==> src/rtl/bmu_req_arbiter.sv <==
// rtl/bmu_req_arbiter.sv - round-robin arbiter sharing one BMU between requesters
// Registered issue, ID tag pipeline for response routing, halt/drain FSM.
module bmu_req_arbiter #(
    parameter int NUM_REQ     = 2,
    parameter int DATA_W      = 32,
    parameter int BMU_LATENCY = 1
) (
    input  logic                        clk,
    input  logic                        rstL,
    input  logic [NUM_REQ-1:0]          reqValid,
    output logic [NUM_REQ-1:0]          reqReady,
    input  logic [NUM_REQ*DATA_W-1:0]   reqA,
    input  logic [NUM_REQ*DATA_W-1:0]   reqB,
    input  logic [NUM_REQ*DATA_W-1:0]   reqOpcode,
    input  logic                        haltReq,
    output logic                        halted,
    output logic                        bmuValidIn,
    output logic [DATA_W-1:0]           bmuAIn,
    output logic [DATA_W-1:0]           bmuBIn,
    output logic [DATA_W-1:0]           bmuOpcode,
    input  logic [DATA_W-1:0]           bmuResultFf,
    input  logic                        bmuError,
    output logic [NUM_REQ-1:0]          rspValid,
    output logic [DATA_W-1:0]           rspData,
    output logic                        rspError,
    output logic [15:0]                 errCount
);

    localparam int ID_W = (NUM_REQ > 1) ? $clog2(NUM_REQ) : 1;

    typedef enum logic [1:0] {
        ST_RUN    = 2'd0,
        ST_DRAIN  = 2'd1,
        ST_HALTED = 2'd2
    } state_e;

    state_e             state_q;
    logic [ID_W-1:0]    ptr_q;
    logic [ID_W-1:0]    ptr_d;
    logic [ID_W-1:0]    gnt_id;
    logic [ID_W-1:0]    scan_id;
    logic               gnt_vld;
    logic [DATA_W-1:0]  sel_a;
    logic [DATA_W-1:0]  sel_b;
    logic [DATA_W-1:0]  sel_op;

    logic               bmu_valid_q;
    logic [ID_W-1:0]    bmu_id_q;
    logic [DATA_W-1:0]  bmu_a_q;
    logic [DATA_W-1:0]  bmu_b_q;
    logic [DATA_W-1:0]  bmu_op_q;

    logic               tag_vld_q [BMU_LATENCY];
    logic [ID_W-1:0]    tag_id_q  [BMU_LATENCY];
    logic               head_vld;
    logic [ID_W-1:0]    head_id;
    logic               pipe_busy;

    logic [15:0]        err_cnt_q;
    logic [15:0]        err_cnt_d;

    // Round-robin scan starting at the requester after the last one granted.
    always_comb begin
        gnt_vld = 1'b0;
        gnt_id  = '0;
        scan_id = ptr_q;
        if (rstL && (state_q == ST_RUN) && !haltReq) begin
            for (int k = 0; k < NUM_REQ; k++) begin
                if (!gnt_vld && reqValid[scan_id]) begin
                    gnt_vld = 1'b1;
                    gnt_id  = scan_id;
                end
                scan_id = (scan_id == ID_W'(NUM_REQ - 1)) ? '0 : scan_id + 1'b1;
            end
        end
    end

    assign reqReady = gnt_vld ? (NUM_REQ'(1) << gnt_id) : '0;
    assign ptr_d    = (gnt_id == ID_W'(NUM_REQ - 1)) ? '0 : gnt_id + 1'b1;

    always_comb begin
        sel_a  = '0;
        sel_b  = '0;
        sel_op = '0;
        for (int i = 0; i < NUM_REQ; i++) begin
            if (gnt_id == ID_W'(i)) begin
                sel_a  = reqA[i*DATA_W +: DATA_W];
                sel_b  = reqB[i*DATA_W +: DATA_W];
                sel_op = reqOpcode[i*DATA_W +: DATA_W];
            end
        end
    end

    // Drain is complete once nothing will occupy the head stage after this edge;
    // an op currently at the head is delivered in this very cycle.
    always_comb begin
        pipe_busy = bmu_valid_q;
        for (int i = 0; i < BMU_LATENCY - 1; i++) begin
            pipe_busy = pipe_busy | tag_vld_q[i];
        end
    end

    assign head_vld = tag_vld_q[BMU_LATENCY-1];
    assign head_id  = tag_id_q[BMU_LATENCY-1];

    assign rspValid = head_vld ? (NUM_REQ'(1) << head_id) : '0;
    assign rspData  = head_vld ? bmuResultFf : '0;
    assign rspError = head_vld & bmuError;

    assign err_cnt_d = (head_vld && bmuError && (err_cnt_q != 16'hFFFF))
                     ? err_cnt_q + 16'd1 : err_cnt_q;

    always_ff @(posedge clk or negedge rstL) begin
        if (!rstL) begin
            state_q     <= ST_RUN;
            ptr_q       <= '0;
            bmu_valid_q <= 1'b0;
            bmu_id_q    <= '0;
            bmu_a_q     <= '0;
            bmu_b_q     <= '0;
            bmu_op_q    <= '0;
            err_cnt_q   <= '0;
            for (int i = 0; i < BMU_LATENCY; i++) begin
                tag_vld_q[i] <= 1'b0;
                tag_id_q[i]  <= '0;
            end
        end else begin
            bmu_valid_q <= gnt_vld;
            if (gnt_vld) begin
                ptr_q    <= ptr_d;
                bmu_id_q <= gnt_id;
                bmu_a_q  <= sel_a;
                bmu_b_q  <= sel_b;
                bmu_op_q <= sel_op;
            end
            tag_vld_q[0] <= bmu_valid_q;
            tag_id_q[0]  <= bmu_id_q;
            for (int i = 1; i < BMU_LATENCY; i++) begin
                tag_vld_q[i] <= tag_vld_q[i-1];
                tag_id_q[i]  <= tag_id_q[i-1];
            end
            err_cnt_q <= err_cnt_d;
            case (state_q)
                ST_RUN:    if (haltReq)    state_q <= ST_DRAIN;
                ST_DRAIN:  if (!pipe_busy) state_q <= ST_HALTED;
                ST_HALTED: if (!haltReq)   state_q <= ST_RUN;
                default:                   state_q <= ST_RUN;
            endcase
        end
    end

    assign halted     = (state_q == ST_HALTED);
    assign bmuValidIn = bmu_valid_q;
    assign bmuAIn     = bmu_a_q;
    assign bmuBIn     = bmu_b_q;
    assign bmuOpcode  = bmu_op_q;
    assign errCount   = err_cnt_q;

endmodule

==> config.mk <==
export PLATFORM = sky130hd
export DESIGN_NAME = bmu_req_arbiter
export DESIGN_NICKNAME = d
export VERILOG_FILES = /design/src/rtl/bmu_req_arbiter.sv
export SDC_FILE = /design/constraint.sdc
export NUM_CORES = 1
export LEC_CHECK = 0
export ABC_AREA = 1
export CAP_MARGIN = 20
export CELL_PAD_IN_SITES_DETAIL_PLACEMENT = 1
export CELL_PAD_IN_SITES_GLOBAL_PLACEMENT = 1
export CORE_MARGIN = 5
export CORE_UTILIZATION = 27
export DETAILED_ROUTE_END_ITERATION = 10
export GPL_ROUTABILITY_DRIVEN = 0
export GPL_TIMING_DRIVEN = 0
export HOLD_SLACK_MARGIN = 0.06
export PLACE_DENSITY = 0.94
export REMOVE_ABC_BUFFERS = 1
export SLEW_MARGIN = 20
export SYNTH_ARGS = -nofsm -noshare
export SYNTH_HDL_FRONTEND = slang
export SYNTH_SLANG_ARGS = --single-unit
==> constraint.sdc <==
create_clock -name clk -period 3.1 [get_ports clk]
set_input_delay 0.93 -clock clk [delete_from_list [all_inputs] [get_ports clk]]
set_output_delay 0.93 -clock clk [all_outputs]
set_load 0.05 [all_outputs]
; ---- Word level (Yosys, flattened, before mapping)
; Cells that the tools add are included.
[totals]
reg_bits = 119
latchBits = 0
ramBits = 0
romBits = 0
inputBits = 230
out_inout_bits = 151
word_cells = 56
n_memories = 0
[op_classes]
addsub = 3
multipliers = 0
div = 0
magnitude_cmp = 2
n_eq_ne = 6
shifts = 2
muxes = 23
bitwise = 1
reduce_logical = 9
[ops]
columns = cell, count
row1 = 32-bit two-way mux, 4
row2 = "16-bit by 1-bit adder with 16-bit output, second input constant", 1
row3 = "16-bit != test, second input constant", 1
row4 = 1-bit two-way mux, 13
row5 = 2-bit two-way mux, 5
row6 = "2-bit != test, second input constant", 3
row7 = 2-bit one-hot mux with 3 select lines, 1
row8 = 1-bit logical AND, 5
row9 = "1-bit by 2-bit less-than comparator with 1-bit output, second input constant", 2
row10 = "1-bit by 1-bit left shift with 2-bit output, first input constant", 2
row11 = 3-bit AND reduction, 1
row12 = "1-bit adder, second input constant", 2
row13 = "2-bit by 1-bit == test with 1-bit output, second input constant", 1
row14 = "2-bit == test, second input constant", 1
row15 = 1-bit zero test, 2
row16 = 2-bit zero test, 1
row17 = 1-bit bitwise AND, 1

; ---- Longest topological paths before layout
[depth]
ltp_word = 10
ltp_mapped = 10
ltp_nobuf = 8

; ---- Worst setup path after synthesis
; Ideal clock, no wire load.
[synth_path]
kind = input to output
from = input reqValid[0]
to = output reqReady[0]
t_arrival_ps = 1760
t_required_ps = 2170
path_slack_ps = 410
stages = 6
n_path_buf = 2
path_cell_list = nor2_2 -> buf_2 -> nor2_2 -> nand2_1 -> inv_2 -> buf_2
[synth_between]
word_cells_on_any_way = 15
cone_classes = shift (1) / mux (12) / reduce/logical (2)
[synth_rtl]
columns = element, line_no
row1 = start: declaration, 10  ; input logic [NUM_REQ-1:0] reqValid,
row2 = 1-bit two-way mux (not written as such) (2 in series), 69  ; if (!gnt_vld && reqValid[scan_id]) begin
row3 = 1-bit two-way mux, 69
row4 = 1-bit two-way mux, 67  ; if (rstL && (state_q == ST_RUN) && !haltReq) begin
row5 = 1-bit zero test, 69
row6 = 1-bit logical AND, 69
row7 = 1-bit two-way mux *, 69
row8 = 1-bit two-way mux *, 67
row9 = via gnt_vld, 42  ; logic gnt_vld;
row10 = 2-bit two-way mux *, 78  ; assign reqReady = gnt_vld ? (NUM_REQ'(1) << gnt_id) : '0;
row11 = end: declaration, 11  ; output logic [NUM_REQ-1:0] reqReady,
; Mark *: on every way through the listed nets, which the timed path passes. The rest lies on a longest branch. The select of a mux whose other input is x is not followed.

; ---- Worst setup path after layout
[layout_path]
from = input bmuResultFf[25]
to = output rspData[25]
[layout_between]
elab_chain_cells = 1
[layout_rtl]
columns = element, line_no
row1 = start: declaration, 21  ; input logic [DATA_W-1:0] bmuResultFf,
row2 = 32-bit two-way mux, 107  ; assign rspData = head_vld ? bmuResultFf : '0;
row3 = end: declaration, 24  ; output logic [DATA_W-1:0] rspData,
; No other way between the ends.

==> impl_metrics.csv <==
group,metric,value,unit
die,die_x,164.2,um
detailed_routing,met1_length,11.68,mm
pwr,p_leak,0.005779,uW
yosys,yosys.cell_types.count,21,
detailed_routing,post-route-drc-count,0,
clock_network,clkSinkCount,119,
clock_network,clock_latency,0.42,ns
timing,hold_ws,0.3705,ns
layout,layout_common_cells,"481 x nand2_1, 341 x clkdlybuf4s50_1, 145 x inv_1",
timing,worst_pin_slew,0.8081,ns
job,max_cap_viol_count,0,
timing,clock.fmax,327.2,MHz
global_routing,grt_max_degree,64,
clock_network,clk_pin_slew,0.07,ns
layout,drive_above_1_share,0.05835,
setup_path,criticalPathCategory,"in2out",
timing,skew,0.009772,ns
global_routing,grt_usage,0.2303,
yosys,synth.avg_cell_area,6.705,sq um
global_routing,grt-ovfl-total,0,
status,status,"finished clean",
yosys,yosys_warnings,0,
global_routing,grt_pass1_vias,8583,
die,die-area,26980,sq um
yosys,syn-cell-area,6424,sq um
pwr,internal-power,5856,uW
timing,finalCritPeriodShare,0.9860,
pwr,seqPwrFrac,0.238,
setup_path,arrival,2.13,ns
clock_network,cts_tree,"yes",
global_routing,grt_first_pass_wirelength,47.42,mm
setup_path,start_kind,"input port",
yosys,ys_ff_latch,119,
layout,fin_nets,1572,
detailed_routing,met3_length,3.089,mm
timing,finalMaxSlewViolations,0,
detailed_routing,routed.top_layer,"met4",
die,core_area,23470,sq um
pwr,switchingPower,5611,uW
layout,mostFrequentLayoutCell,"nand2_1",
die,start_util,0.2737,
pwr,clkPwrFrac,0.200,
clock_network,ctsRootBufferMaster,"clkbuf_16",
detailed_routing,wl_met2,16.40,mm
setup_path,end_kind,"output port",
yosys,synthCells,958,
clock_network,holdBufCountCts,0,
pwr,switching_share,0.4893,
timing,slew_headroom,0.4577,
die,std_cell_rows,56,
layout,fillerInstances,2881,
clock_network,cts_buffers,17,
setup_path,critPathRequiredTime,2.17,ns
clock_network,cts.path.max_buffers,2,
pwr,combPwrFrac,0.562,
place,io_buffers,380,
detailed_routing,routedWlPerCell,19.17,um
pwr,vdd_drop_max,0.5233,mV
timing,hold_viol,0,
detailed_routing,drtIter0Drc,262,
timing,setup_violations,0,
detailed_routing,ant_nets,0,
layout,area_growth,80.43,%
timing,final.setup.tns,0,ns
clock_network,htree_levels,4,
die,fp.dieH,164.2,um
setup_path,crit_fanout,1,
place,dp_hpwl,22.46,mm
detailed_routing,vias,7757,
pwr,powerDensity,989.4,nW/um^2
die,io-pin-count,381,
layout,seqCellArea,2982,sq um
detailed_routing,vias_per_cell,4.634,
detailed_routing,dr.pass1.iters,4,
timing,finalCriticalPeriod,3.057,ns
layout,multi_input_area,2708,sq um
global_routing,antenna_found_initial,1,
yosys,synth_seq_area_share,0.4636,
hold_path,hold_path.class,"in2async",
detailed_routing,wl,32.10,mm
## worst paths after layout
| check | start | end | slack, ns | cells past startpoint |
|---|---|---|---|---|
| worst max-delay path | bmuResultFf[25] | rspData[25] | 0.04 | 4 |
| worst min-delay path | rstL | bmuBIn[25] | 0.37 | 1 |
| worst max register to register | state_q[0] | bmuAIn[13] | 0.82 | 10 |
| worst min register to register | bmu_id_q | head_id | 0.39 | 0 |
| max in group asynchronous | rstL | bmuAIn[0] | 2.14 | 2 |
| min in group clk | bmu_id_q | head_id | 0.39 | 0 |
## power groups by stage
stage / Sequential [uW] / Combinational (uW) / Clock (uW)
finish: 2730 / 6440 / 2300
floorplan: 5090 / 1430 / 0
global placement: 2690 / 6070 / 0
CTS: 2730 / 6480 / 2350
global route: 2820 / 6850 / 2420
detailed placement: 2750 / 6310 / 0
## worst max-delay path, cell delays in order
cell	delay, ns
clkdlybuf4s50_1	0.45
nand2_1	0.11
inv_1	0.10
dlygate4sd2_1	0.53
## per-layer routing
layer / vias up / GRT usage
met5: - / 0
li1: 3617 / -
met4: 0 / 0.08425
met1: 3757 / 0.2335
met2: 333 / 0.4250
met3: 50 / 0.09084
## final cells by class
| class | instances | share of cell area |
|---|---|---|
| multi-input cells | 647 | 0.2336 |
| well taps | 319 | 0.03444 |
| clock buffers | 19 | 0.03908 |
| inverters | 148 | 0.04955 |
| repair inverters | 1 | 0.0007557 |
| diodes | 1 | 0.0002159 |
| flip-flops and latches | 119 | 0.2573 |
| repair buffers | 407 | 0.3663 |
| clock inverters | 13 | 0.01878 |
## timing repair
action | 4_1_cts | 5_1_grt
gates cloned | 7 | 1
resized for setup | 76 | 4
pin swaps | 3 | 3
endpoints found under the setup margin | 102 | 2
buffers inserted | 9 | 4
## state kept, by name, summed over array words and instances, names as in the netlist
signal      cells
head_id         1
bmuBIn         32
bmu_id_q        1
state_q         2
bmuAIn         32
bmuOpcode      32
bmuValidIn      1
head_vld        1
ptr_q           1
errCount       16
## logic make-up (layout without fill, tap and decap cells)
| group | Yosys count | count (layout) | synth area share |
|---|---|---|---|
| fa+ha+maj | 1 | 1 | 0.001947 |
| simple gates | 528 | 530 | 0.3185 |
| buf+inv | 194 | 588 | 0.1221 |
| other cells | 0 | 1 | 0 |
| compound gates | 110 | 110 | 0.08570 |
| flops | 119 | 119 | 0.4636 |
| xor+xnor | 6 | 6 | 0.008181 |
## synth_stat cells (all sizes together)
cell type,count,share of area
nand2,482,0.28
inv,148,0.086
dfrtp,119,0.46
o21ai,110,0.086
nor2,27,0.019
buf,24,0.023
clkbuf,22,0.013
nand3,11,0.011
nand4,6,0.0058
xnor2,4,0.0055
xor2,2,0.0027
ha,1,0.0019
nand3b,1,0.0012
nor3,1,0.00078
## per-stage QoR
stage | area [sq um] | utilization | setup WS [ns] | cells | total power (uW)
after detailed placement | 10620 | 0.4525 | -1.873 | 1620 | 9065
after CTS | 11560 | 0.4924 | 0.01343 | 1668 | 11570
after global routing | 11590 | 0.4938 | -0.009079 | 1674 | 12090
after floorplan | 6195 | - | -1.328 | 912 | 6518
final | 11590 | 0.4938 | 0.04337 | 1674 | 11470
after global placement | 10400 | 0.4430 | -9.939 | 1611 | 8760
Power figures use the tool's default switching activity.
